==> src/rtl/ysyx_25030093_ifu_fetch.sv <==
// ----------------------------------------------------------------------------
// ysyx_25030093_ifu_fetch
//
// Instruction fetch stage for the multi-cycle core. Holds the PC, issues one
// read per instruction on an AXI4-Lite-style AR/R channel, hands the fetched
// word and its PC to decode over a valid/ready handshake, then waits for
// write-back to supply the next PC. A bus error, a misaligned PC or a response
// timeout parks the stage in a sticky error state that only reset leaves.
//
// Parameters:
//   RESET_PC        PC loaded on reset; address of the first fetch
//   TIMEOUT_CYCLES  cycles allowed in WAIT before a timeout error (1..65535)
//
// Ports:
//   clock      system clock, all state updates on the rising edge
//   reset      asynchronous, active-high reset
//   araddr     read address (always the current pc)
//   arvalid    read address valid
//   arready    read address accepted by the bus
//   rdata      read data
//   rresp      read response, 2'b00 = OKAY, anything else is an error
//   rvalid     read data valid
//   rready     ready to accept read data
//   inst       captured instruction word for decode
//   inst_pc    PC of inst
//   out_valid  inst/inst_pc valid for decode
//   in_ready   decode ready to accept
//   npc_valid  write-back pulse: next PC available
//   npc        next PC from write-back
//   fetch_err  sticky error flag
// ----------------------------------------------------------------------------
module ysyx_25030093_ifu_fetch #(
   parameter logic [31:0] RESET_PC       = 32'h8000_0000,
   parameter int unsigned TIMEOUT_CYCLES = 255
) (
   input  logic        clock,
   input  logic        reset,
   // read address channel
   output logic [31:0] araddr,
   output logic        arvalid,
   input  logic        arready,
   // read data channel
   input  logic [31:0] rdata,
   input  logic [1:0]  rresp,
   input  logic        rvalid,
   output logic        rready,
   // decode side
   output logic [31:0] inst,
   output logic [31:0] inst_pc,
   output logic        out_valid,
   input  logic        in_ready,
   // write-back side
   input  logic        npc_valid,
   input  logic [31:0] npc,
   // status
   output logic        fetch_err
);

   localparam logic [31:0] NopInst = 32'h0000_0013;
   // Last counter value tolerated before the timeout fires.
   localparam logic [15:0] CntLast = 16'(TIMEOUT_CYCLES - 1);

   typedef enum logic [2:0] {
      StBoot,
      StReq,
      StWait,
      StHold,
      StExec,
      StErr
   } state_e;

   state_e      state_q, state_d;
   logic [31:0] pc_q, pc_d;
   logic [31:0] inst_q, inst_d;
   logic [31:0] inst_pc_q, inst_pc_d;
   logic [15:0] cnt_q, cnt_d;

   logic pc_aligned;
   logic r_okay;
   logic r_error;
   logic timeout;

   assign pc_aligned = (pc_q[1:0] == 2'b00);
   assign r_okay     = rvalid && (rresp == 2'b00);
   assign r_error    = rvalid && (rresp != 2'b00);
   assign timeout    = !rvalid && (cnt_q == CntLast);

   // -------------------------------------------------------------------------
   // State register
   // -------------------------------------------------------------------------
   always_ff @(posedge clock or posedge reset) begin
      if (reset) begin
         state_q   <= StBoot;
         pc_q      <= RESET_PC;
         inst_q    <= NopInst;
         inst_pc_q <= RESET_PC;
         cnt_q     <= 16'd0;
      end else begin
         state_q   <= state_d;
         pc_q      <= pc_d;
         inst_q    <= inst_d;
         inst_pc_q <= inst_pc_d;
         cnt_q     <= cnt_d;
      end
   end

   // -------------------------------------------------------------------------
   // Next-state logic
   // -------------------------------------------------------------------------
   always_comb begin
      state_d = state_q;
      case (state_q)
         StBoot: state_d = StReq;
         StReq: begin
            // A misaligned pc traps before anything reaches the bus.
            if (!pc_aligned) begin
               state_d = StErr;
            end else if (arready) begin
               state_d = StWait;
            end
         end
         StWait: begin
            if (r_okay) begin
               state_d = StHold;
            end else if (r_error || timeout) begin
               state_d = StErr;
            end
         end
         StHold: begin
            if (in_ready) begin
               state_d = StExec;
            end
         end
         StExec: begin
            if (npc_valid) begin
               state_d = StReq;
            end
         end
         StErr:   state_d = StErr;
         default: state_d = StErr;
      endcase
   end

   // -------------------------------------------------------------------------
   // Datapath next-state: pc, captured instruction and WAIT counter
   // -------------------------------------------------------------------------
   always_comb begin
      pc_d      = pc_q;
      inst_d    = inst_q;
      inst_pc_d = inst_pc_q;
      cnt_d     = 16'd0;

      if ((state_q == StExec) && npc_valid) begin
         pc_d = npc;
      end

      if ((state_q == StWait) && r_okay) begin
         inst_d    = rdata;
         inst_pc_d = pc_q;
      end

      // The counter only runs while staying in WAIT; any exit clears it.
      if ((state_q == StWait) && (state_d == StWait)) begin
         cnt_d = cnt_q + 16'd1;
      end
   end

   // -------------------------------------------------------------------------
   // Outputs, decoded from registered state only
   // -------------------------------------------------------------------------
   always_comb begin
      arvalid   = 1'b0;
      rready    = 1'b0;
      out_valid = 1'b0;
      fetch_err = 1'b0;
      case (state_q)
         StReq:   arvalid   = pc_aligned;
         StWait:  rready    = 1'b1;
         StHold:  out_valid = 1'b1;
         StErr:   fetch_err = 1'b1;
         default: ;
      endcase
   end

   assign araddr  = pc_q;
   assign inst    = inst_q;
   assign inst_pc = inst_pc_q;

endmodule

==> config.mk <==
export PLATFORM = sky130hd
export DESIGN_NAME = ysyx_25030093_ifu_fetch
export DESIGN_NICKNAME = d
export VERILOG_FILES = /design/src/rtl/ysyx_25030093_ifu_fetch.sv
export SDC_FILE = /design/constraint.sdc
export NUM_CORES = 1
export LEC_CHECK = 0
export CORE_ASPECT_RATIO = 1.1
export CORE_MARGIN = 10
export CORE_UTILIZATION = 45
export DETAILED_ROUTE_END_ITERATION = 16
export PLACE_DENSITY = 0.92
export RECOVER_POWER = 25
export SYNTH_ARGS = -nofsm -noshare
export SYNTH_HDL_FRONTEND = slang
export SYNTH_SLANG_ARGS = --single-unit
==> constraint.sdc <==
create_clock -name clock -period 6.5 [get_ports clock]
set_clock_uncertainty 0.1 [all_clocks]
set_input_delay 1.3 -clock clock [delete_from_list [all_inputs] [get_ports clock]]
set_output_delay 1.3 -clock clock [all_outputs]
set_load 0.005 [all_outputs]
==> results of run 1 <==
## where the power goes
group	switching, W	internal [W]	total [W]
combinational	0.000106	0.000261	0.000367
sequential	0.0000801	0.000815	0.000895
clock	0.000306	0.000559	0.000865
## per-layer routing
layer  up-vias  track usage  wire [um]
li1       1486            -          -
met1      1658       0.1798       4625
met2       132       0.2915       6528
met3        12      0.09734       1308
met4         0      0.05158        133
met5         -            0          0
## layout make-up
type / count / area, um2
clock inverters: 11 / 110.1
multi-input cells: 182 / 1623
well taps: 120 / 150.1
inverters: 9 / 35.03
clock buffers: 21 / 449.2
flip-flops and latches: 115 / 2884
fillers: 678 / 2944
repair buffers: 175 / 1742
## registers in the layout, summed over array words and instances, names as in the netlist
name and cells:
cnt_q 16, inst_pc 32, inst 32, araddr 32, state_q 3
## worst reg2reg max path: stages, from the launching register on
cell	delay [ns]
dfrtp_1	0.47
inv_1	0.11
or3_1	0.41
inv_2	0.09
nand2_2	0.52
buf_4	0.53
mux2_1	0.35
## path summary, 6_finish.rpt
kind                                         startpoint                 endpoint  slack [ns]  depth (start not counted)
max in group clock                               rvalid   inst_pc[9]$_DFFE_PP0P_        3.00                          5
worst max-delay path                              reset      inst[1]$_DFFE_PP1P_        2.59                          3
worst min-delay path            inst_pc[11]$_DFFE_PP0P_  inst_pc[11]$_DFFE_PP0P_        0.39                          1
worst max register to register     state_q[1]$_DFF_PP0_   inst_pc[9]$_DFFE_PP0P_        3.81                          6
min in group asynchronous                         reset  inst_pc[12]$_DFFE_PP0P_        2.10                          2
worst min register to register  inst_pc[11]$_DFFE_PP0P_  inst_pc[11]$_DFFE_PP0P_        0.39                          1
## per-stage QoR
step | util | hold slack, ns | setup slack (ns) | area [um2]
6_report | 0.7037 | 0.3918 | 2.586 | 6993
5_1_grt | 0.7037 | 0.4170 | 2.015 | 6993
4_1_cts | 0.7042 | 0.3931 | 3.002 | 6998
3_5_place_dp | 0.6479 | 0.3845 | 2.544 | 6439
3_3_place_gp | 0.6479 | 0.3769 | 2.649 | 6439
2_1_floorplan | - | 0.3690 | 2.064 | 4607
## kinds of logic after synthesis
logic type,Yosys count,synth area share
fa+ha+maj,2,0.005431
simple gates,59,0.07007
mux,96,0.2347
xor+xnor,13,0.02472
buf+inv,21,0.02200
compound gates,12,0.01711
flops,115,0.6260
## cells in the mapped netlist
cell type	number	area, um2
xor2_1	1	8.760
nand3_1	5	25.02
nand3_4	1	17.52
or4_4	2	22.52
nand2b_1	2	12.51
nor3b_1	1	7.510
o21ai_0	3	15.01
nand2_2	1	6.260
a21oi_2	1	8.760
buf_2	9	45.04
nand2_1	5	18.77
o41ai_1	1	8.760
buf_6	1	11.26
and4_1	1	8.760
mux2_2	91	1025
nor4_1	4	25.02
o32ai_1	1	8.760
dfstp_2	5	131.4
o31ai_1	2	15.01
or3_1	3	18.77
inv_2	1	3.750
nand4b_1	1	8.760
or4_1	1	7.510
a21oi_1	3	15.01
inv_1	8	30.03
ha_1	2	25.02
buf_4	1	7.510
dfrtp_1	110	2753
and3_1	2	12.51
mux2_1	5	56.30
a21o_1	1	7.510
clkbuf_1	1	3.750
nor2_1	22	82.58
nor4bb_1	1	10.01
xnor2_1	12	105.1
nand4_1	3	18.77
nor3_1	4	20.02
==> results.py, run 1 <==
metrics = {
    "status": {
        "status": "finished, violations left",
        "violations": "max-capacitance violations, max-slew violations",
    },
    "sta": {
        "worst_slew_pin_slew_ns": 3.346,
        "drv_slew": 79,
        "fin_crit_sh": 0.6022,
        "tns_ns": 0,
        "final-setup-viol-count": 0,
        "min_period_ns": 3.914,
        "rsz0062_at_grt": "false",
        "hold_violations": 0,
        "relSlewSlack": -1.243,
        "fmax_mhz": 255.5,
    },
    "flow_run": {
        "maxCapViolations": 1,
    },
    "floorplan": {
        "design.core.area_mm2": 0.009937,
        "start_util": 0.4636,
        "ios": 172,
        "die_h_um": 126.1,
        "die_w_um": 116.5,
        "die_area_mm2": 0.01469,
        "row_count": 38,
    },
    "detailed_routing": {
        "drt-total-wl_mm": 12.60,
        "viasPerCell": 5.194,
        "first_iter_violations": 112,
        "first_pass_iters": 4,
        "drc": 0,
        "vias": 3288,
        "ant_nets": 0,
        "wl_per_cell_um": 19.90,
    },
    "global_routing": {
        "antenna_found_initial": 0,
        "grt_pass1_vias": 3733,
        "grt_max_degree": 79,
        "globalRouteTotalUtil": 0.1735,
        "grt_pass1_wl_mm": 19.81,
        "grt_remaining_overflow": 0,
    },
    "place": {
        "hpwlAfterDp_mm": 9.231,
        "place_inst": 601,
        "port_buffers": 171,
        "finalWeightedCongestion": 0.8086,
    },
    "synthesis": {
        "syn_area_mm2": 0.004607,
        "syn_nets": 392,
        "synth.distinct_cells": 37,
        "syn_avg_cell_area_um2": 14.49,
        "synth_seq_cells": 115,
        "seq_area_frac_synth": 0.6260,
        "netlist_instances": 318,
        "yosysWarnings": 0,
    },
    "clocking": {
        "path_clk_slew_ns": 0.05,
        "htree_num_levels": 4,
        "clockBufferDepth": 2,
        "cts_resized": 0,
        "cts.sinks": 115,
        "post_cts_buffers": 0,
        "cts_tree": "done",
        "root_buffer": "clkbuf_8",
        "clk_latency_ns": 0.51,
        "cts_made_buffers": 17,
        "holdBufCountCts": 0,
    },
    "critical_path": {
        "crit_path_end_kind": "async pin",
        "path_max_fanout": 78,
        "worstPathArrival_ns": 4.42,
        "path_cells": "dlygate4sd3_1, clkinvlp_2, buf_4",
        "path_buf_inv": 3,
        "worst_setup_path_start_kind": "input pin",
        "cp.required_ns": 7.00,
        "slowest_delay_ns": 1.86,
        "cp_top_family": "buffers and inverters",
        "critPathSlowestCell": "clkinvlp_2",
        "critical_path_class": "in -> async",
    },
    "layout": {
        "n_antenna_cell": 0,
        "final_cell_count_no_fill": 633,
        "areaGrowthSynthToFinish_pct": 51.79,
        "layout_common_cells": "168 x clkdlybuf4s50_1, 110 x dfrtp_1, 91 x mux2_2",
        "layout_commonest_cell": "clkdlybuf4s50_1",
        "nets": 574,
        "drive_above_1_share": 0.2671,
    },
    "pwr": {
        "cellPowerDensity_mw_per_mm2": 304.1,
        "leakagePower_nw": 3.125,
        "ir_drop_v": 0.0002222,
        "total_power_w": 0.002127,
    },
    "worst_hold_path": {
        "hold_path_class": "reg -> reg",
    },
}
No activity file was read; power rests on OpenSTA's default activity.
==> run 2, diff against run 1 <==
CORE_UTILIZATION = 44   (was 45)
PLACE_DENSITY = 0.91   (was 0.92)
clock period = 3.7 ns   (was 6.5 ns; I/O delays follow)
==> run 2 against run 1 <==
Compared with the run above: the flow still finishes with violations (max-capacitance violations, max-slew violations); wire length down 0.98%; design area up 0.81%; global-route usage down 0.83 points; power up 77%; largest power group unchanged.
==> results.py, run 2 (same netlist as run 1, synthesis figures left out) <==
metrics = {
    "clocking": {
        "cts_resized": 0,
        "holdBufCountCts": 0,
        "cts_tree": "done",
        "htree_num_levels": 4,
        "cts_made_buffers": 17,
        "path_clk_slew_ns": 0.05,
        "root_buffer": "clkbuf_16",
        "post_cts_buffers": 0,
        "clockBufferDepth": 2,
        "cts.sinks": 115,
        "clk_latency_ns": 0.40,
    },
    "layout": {
        "multiInputGateArea_mm2": 0.001627,
        "n_antenna_cell": 0,
        "layout_commonest_cell": "clkdlybuf4s50_1",
        "areaGrowthSynthToFinish_pct": 53.01,
        "layout_common_cells": "170 x clkdlybuf4s50_1, 110 x dfrtp_1, 91 x mux2_2",
        "nets": 575,
        "fillers": 728,
        "ff_latch_area_mm2": 0.002884,
        "drive_above_1_share": 0.2646,
    },
    "detailed_routing": {
        "drt-total-wl_mm": 12.47,
        "viasPerCell": 4.985,
        "wl_per_cell_um": 18.98,
        "ant_nets": 0,
        "first_pass_iters": 4,
        "vias": 3275,
        "drc": 0,
        "first_iter_violations": 123,
    },
    "floorplan": {
        "ios": 172,
        "design.core.area_mm2": 0.01030,
        "die_w_um": 117.6,
        "die_h_um": 127.3,
        "row_count": 39,
        "start_util": 0.4474,
        "die_area_mm2": 0.01497,
    },
    "pwr": {
        "total_power_w": 0.003756,
        "ir_drop_v": 0.0003640,
        "cellPowerDensity_mw_per_mm2": 532.8,
        "leakagePower_nw": 3.137,
    },
    "place": {
        "finalWeightedCongestion": 0.7740,
        "port_buffers": 171,
        "hpwlAfterDp_mm": 9.228,
    },
    "critical_path": {
        "critPathSlowestCell": "clkdlybuf4s50_1",
        "worstPathArrival_ns": 2.01,
        "crit_path_end_kind": "output pin",
        "path_max_fanout": 7,
        "cp.required_ns": 2.86,
        "path_cells": "inv_1, or3_1, inv_2, clkdlybuf4s50_1",
        "critical_path_class": "reg -> out",
        "slowest_delay_ns": 0.52,
        "worst_setup_path_start_kind": "flop",
    },
    "sta": {
        "drv_slew": 37,
        "relSlewSlack": -0.1013,
        "hold_violations": 0,
        "holdWs_ns": 0.3938,
        "tns_ns": 0,
        "rsz0062_at_grt": "false",
        "fmax_mhz": 350.7,
        "final-setup-viol-count": 0,
        "worst_slew_pin_slew_ns": 1.643,
        "min_period_ns": 2.851,
        "fin_crit_sh": 0.7707,
    },
    "global_routing": {
        "globalRouteTotalUtil": 0.1652,
        "grt_max_degree": 56,
        "grt_remaining_overflow": 0,
        "grt_pass1_wl_mm": 19.64,
        "antenna_found_initial": 0,
        "grt_pass1_vias": 3693,
    },
    "status": {
        "status": "finished, violations left",
        "violations": "max-capacitance violations, max-slew violations",
    },
    "flow_run": {
        "maxCapViolations": 1,
    },
    "worst_hold_path": {
        "hold_path_class": "reg -> reg",
    },
}
-- run 2: final timing paths --
path | end | slack, ns | from | depth (start not counted)
setup / recovery | rready | 0.85 | state_q[1]$_DFF_PP0_ | 4
hold / removal | inst_pc[9]$_DFFE_PP0P_ | 0.39 | inst_pc[9]$_DFFE_PP0P_ | 1
setup reg to reg | cnt_q[5]$_DFF_PP0_ | 1.35 | cnt_q[12]$_DFF_PP0_ | 4
hold reg to reg | inst_pc[9]$_DFFE_PP0P_ | 0.39 | inst_pc[9]$_DFFE_PP0P_ | 1
max in group asynchronous | araddr[20]$_DFFE_PP0P_ | 1.42 | reset | 3
min in group asynchronous | araddr[24]$_DFFE_PP0P_ | 1.09 | reset | 2
-- run 2: worst max-delay path: cells and delay by family, from the launching register on --
family	cells	cell delay, ns
flops	1	0.46
buf+inv	3	0.72
simple gates	1	0.42
-- run 2: per-stage QoR --
step | utilization | setup slack, ns | cell area [um2] | instances
final | 0.6847 | 0.8486 | 7049 | 657
after global routing | 0.6847 | 0.7865 | 7049 | 657
after CTS | 0.6849 | 0.8399 | 7052 | 657
after detailed placement | 0.6302 | 1.035 | 6489 | 625
after global placement | 0.6302 | 1.071 | 6489 | 625
after floorplan | - | 1.465 | 4611 | 318
-- run 2: where the power goes --
group          switching (W)  internal (W)  leakage [nW]
clock               0.000534       0.00101         0.281
sequential          0.000131       0.00143          1.53
combinational       0.000191      0.000461          1.32
total               0.000856       0.00290          3.14
-- run 2: cell type report --
type,count,share of cell area
multi-input cells,182,0.2307
clock buffers,27,0.07277
clock inverters,5,0.007100
repair buffers,176,0.2499
flip-flops and latches,115,0.4091
well taps,143,0.02538
inverters,9,0.004970
-- run 2: layer usage --
layer  part of all wire  vias up  GRT usage  wire, um
li1                   -     1494          -         -
met1               0.37     1626     0.1658      4618
met2               0.53      125     0.2940      6576
met3              0.076       30    0.06784       954
met4              0.026        0    0.07787       322
met5                  0        -          0         0
==> run 3, diff against run 2 <==
clock period = 2.7 ns   (was 3.7 ns; I/O delays follow)
==> run 3 against run 2 <==
Compared with the run above: via count is 1.3% lower; worst hold slack worse by 0.0058 ns; setup slack worse by 0.72 ns; the flow now finishes without violations; register-to-register slack worse by 0.97 ns; sequential power is 37% higher; count of clock-buffer cells in the layout is 7 lower; utilization is 0.35 points higher; largest power group is now clock.
==> results.py, run 3 (same netlist as run 1, synthesis figures left out) <==
metrics = {
    "layout": {
        "areaGrowthSynthToFinish_pct": 53.80,
        "layout_common_cells": "170 x clkdlybuf4s50_1, 109 x dfrtp_1, 91 x mux2_2",
        "layout_commonest_cell": "clkdlybuf4s50_1",
        "nets": 575,
        "fillers": 729,
        "drive_above_1_share": 0.2763,
    },
    "pwr": {
        "ir_drop_v": 0.0004402,
        "total_power_w": 0.005243,
        "leakagePower_nw": 3.135,
        "cellPowerDensity_mw_per_mm2": 739.9,
    },
    "place": {
        "port_buffers": 171,
        "dpl_worst_slack_ns": 0.2057,
        "hpwlAfterDp_mm": 9.002,
        "finalWeightedCongestion": 0.8176,
    },
    "floorplan": {
        "row_count": 39,
        "start_util": 0.4474,
        "ios": 172,
        "die_area_mm2": 0.01497,
        "die_h_um": 127.3,
        "die_w_um": 117.6,
        "design.core.area_mm2": 0.01030,
    },
    "sta": {
        "drv_slew": 0,
        "final-setup-viol-count": 0,
        "fmax_mhz": 389.6,
        "hold_violations": 0,
        "tns_ns": 0,
        "worst_slew_pin_slew_ns": 1.100,
        "fin_crit_sh": 0.9507,
        "rsz0062_at_grt": "false",
        "min_period_ns": 2.567,
        "holdWs_ns": 0.3880,
        "setup_ws_ns": 0.1331,
        "relSlewSlack": 0.2627,
    },
    "worst_hold_path": {
        "hold_path_class": "reg -> reg",
    },
    "clocking": {
        "cts.sinks": 115,
        "cts_tree": "done",
        "root_buffer": "clkbuf_16",
        "cts_made_buffers": 17,
        "clk_latency_ns": 0.40,
        "clockBufferDepth": 2,
        "htree_num_levels": 4,
        "holdBufCountCts": 0,
        "path_clk_slew_ns": 0.05,
    },
    "critical_path": {
        "slowest_delay_ns": 0.51,
        "path_max_fanout": 7,
        "startpoint": "state_q[1]$_DFF_PP0_",
        "crit_path_end": "rready",
        "path_buf_inv": 3,
        "cp_top_family": "buffers and inverters",
        "regToRegSetupSlack_ns": 0.38,
        "worstPathArrival_ns": 1.93,
        "critPathSlowestCell": "clkdlybuf4s50_1",
        "worst_setup_path_start_kind": "flop",
        "path_cells": "inv_1, or3_1, inv_2, clkdlybuf4s50_1",
        "critical_path_class": "reg -> out",
        "r2r_start": "cnt_q[12]$_DFF_PP0_",
        "reg2regPathDepth": 4,
        "crit_path_end_kind": "output pin",
        "crit_cells": 4,
        "cp.required_ns": 2.06,
        "regToRegEndpoint": "cnt_q[2]$_DFF_PP0_",
    },
    "detailed_routing": {
        "ant_nets": 0,
        "viasPerCell": 4.913,
        "first_pass_iters": 4,
        "vias": 3233,
        "wl_per_cell_um": 18.59,
        "first_iter_violations": 146,
        "drt-total-wl_mm": 12.23,
        "drc": 0,
    },
    "global_routing": {
        "globalRouteTotalUtil": 0.1639,
        "antenna_found_initial": 0,
        "grt_remaining_overflow": 0,
        "grt_pass1_vias": 3593,
        "grt_max_degree": 54,
        "grt_pass1_wl_mm": 19.50,
    },
    "status": {
        "status": "finished, final reports clean",
    },
    "flow_run": {
        "maxCapViolations": 0,
    },
}
-- run 3: power by group --
| part | internal [W] | switching (W) | total [W] |
|---|---|---|---|
| logic | 0.000629 | 0.000264 | 0.000893 |
| clock network | 0.00143 | 0.000779 | 0.00221 |
| registers | 0.00196 | 0.000182 | 0.00214 |
-- run 3: routing by layer --
layer / GRT usage / wire length [um]
met4: 0.06914 / 170
met1: 0.1688 / 4477
met5: 0 / 0
met2: 0.2772 / 6469
met3: 0.08458 / 1113
-- run 3: metrics by stage --
step           instance area, um2  instances    util
2_1_floorplan                4611        318       -
3_3_place_gp                 6514        625  0.6326
3_5_place_dp                 6514        625  0.6326
4_1_cts                      7112        657  0.6907
5_1_grt                      7083        657  0.6879
6_report                     7086        658  0.6882
-- run 3: timing repair --
action,in CTS,in global routing
setup buffers,0,0
resized for setup,0,1
setup endpoints to repair,0,1
-- run 3: worst min-delay path by stage --
stage	from	endpoint	slack (ns)	depth (start not counted)
2_1_floorplan	cnt_q[0]$_DFF_PP0_	cnt_q[0]$_DFF_PP0_	0.37	1
3_3_place_gp	inst[17]$_DFFE_PP0P_	inst[17]$_DFFE_PP0P_	0.38	1
3_5_place_dp	inst_pc[10]$_DFFE_PP0P_	inst_pc[10]$_DFFE_PP0P_	0.38	1
4_1_cts	inst_pc[9]$_DFFE_PP0P_	inst_pc[9]$_DFFE_PP0P_	0.40	1
5_1_grt	inst_pc[25]$_DFFE_PP0P_	inst_pc[25]$_DFFE_PP0P_	0.41	1
6_report	inst_pc[9]$_DFFE_PP0P_	inst_pc[9]$_DFFE_PP0P_	0.39	1
-- run 3: area by class of cell --
class	count	area (um2)	area share
Antenna cell	1	2.502	0.0003532
Clock buffer	20	466.7	0.06587
Clock inverter	12	131.4	0.01854
Inverter	9	35.03	0.004944
Multi-Input combinational cell	182	1627	0.2296
Sequential cell	115	2885	0.4072
Tap cell	143	178.9	0.02525
Timing Repair Buffer	176	1759	0.2483
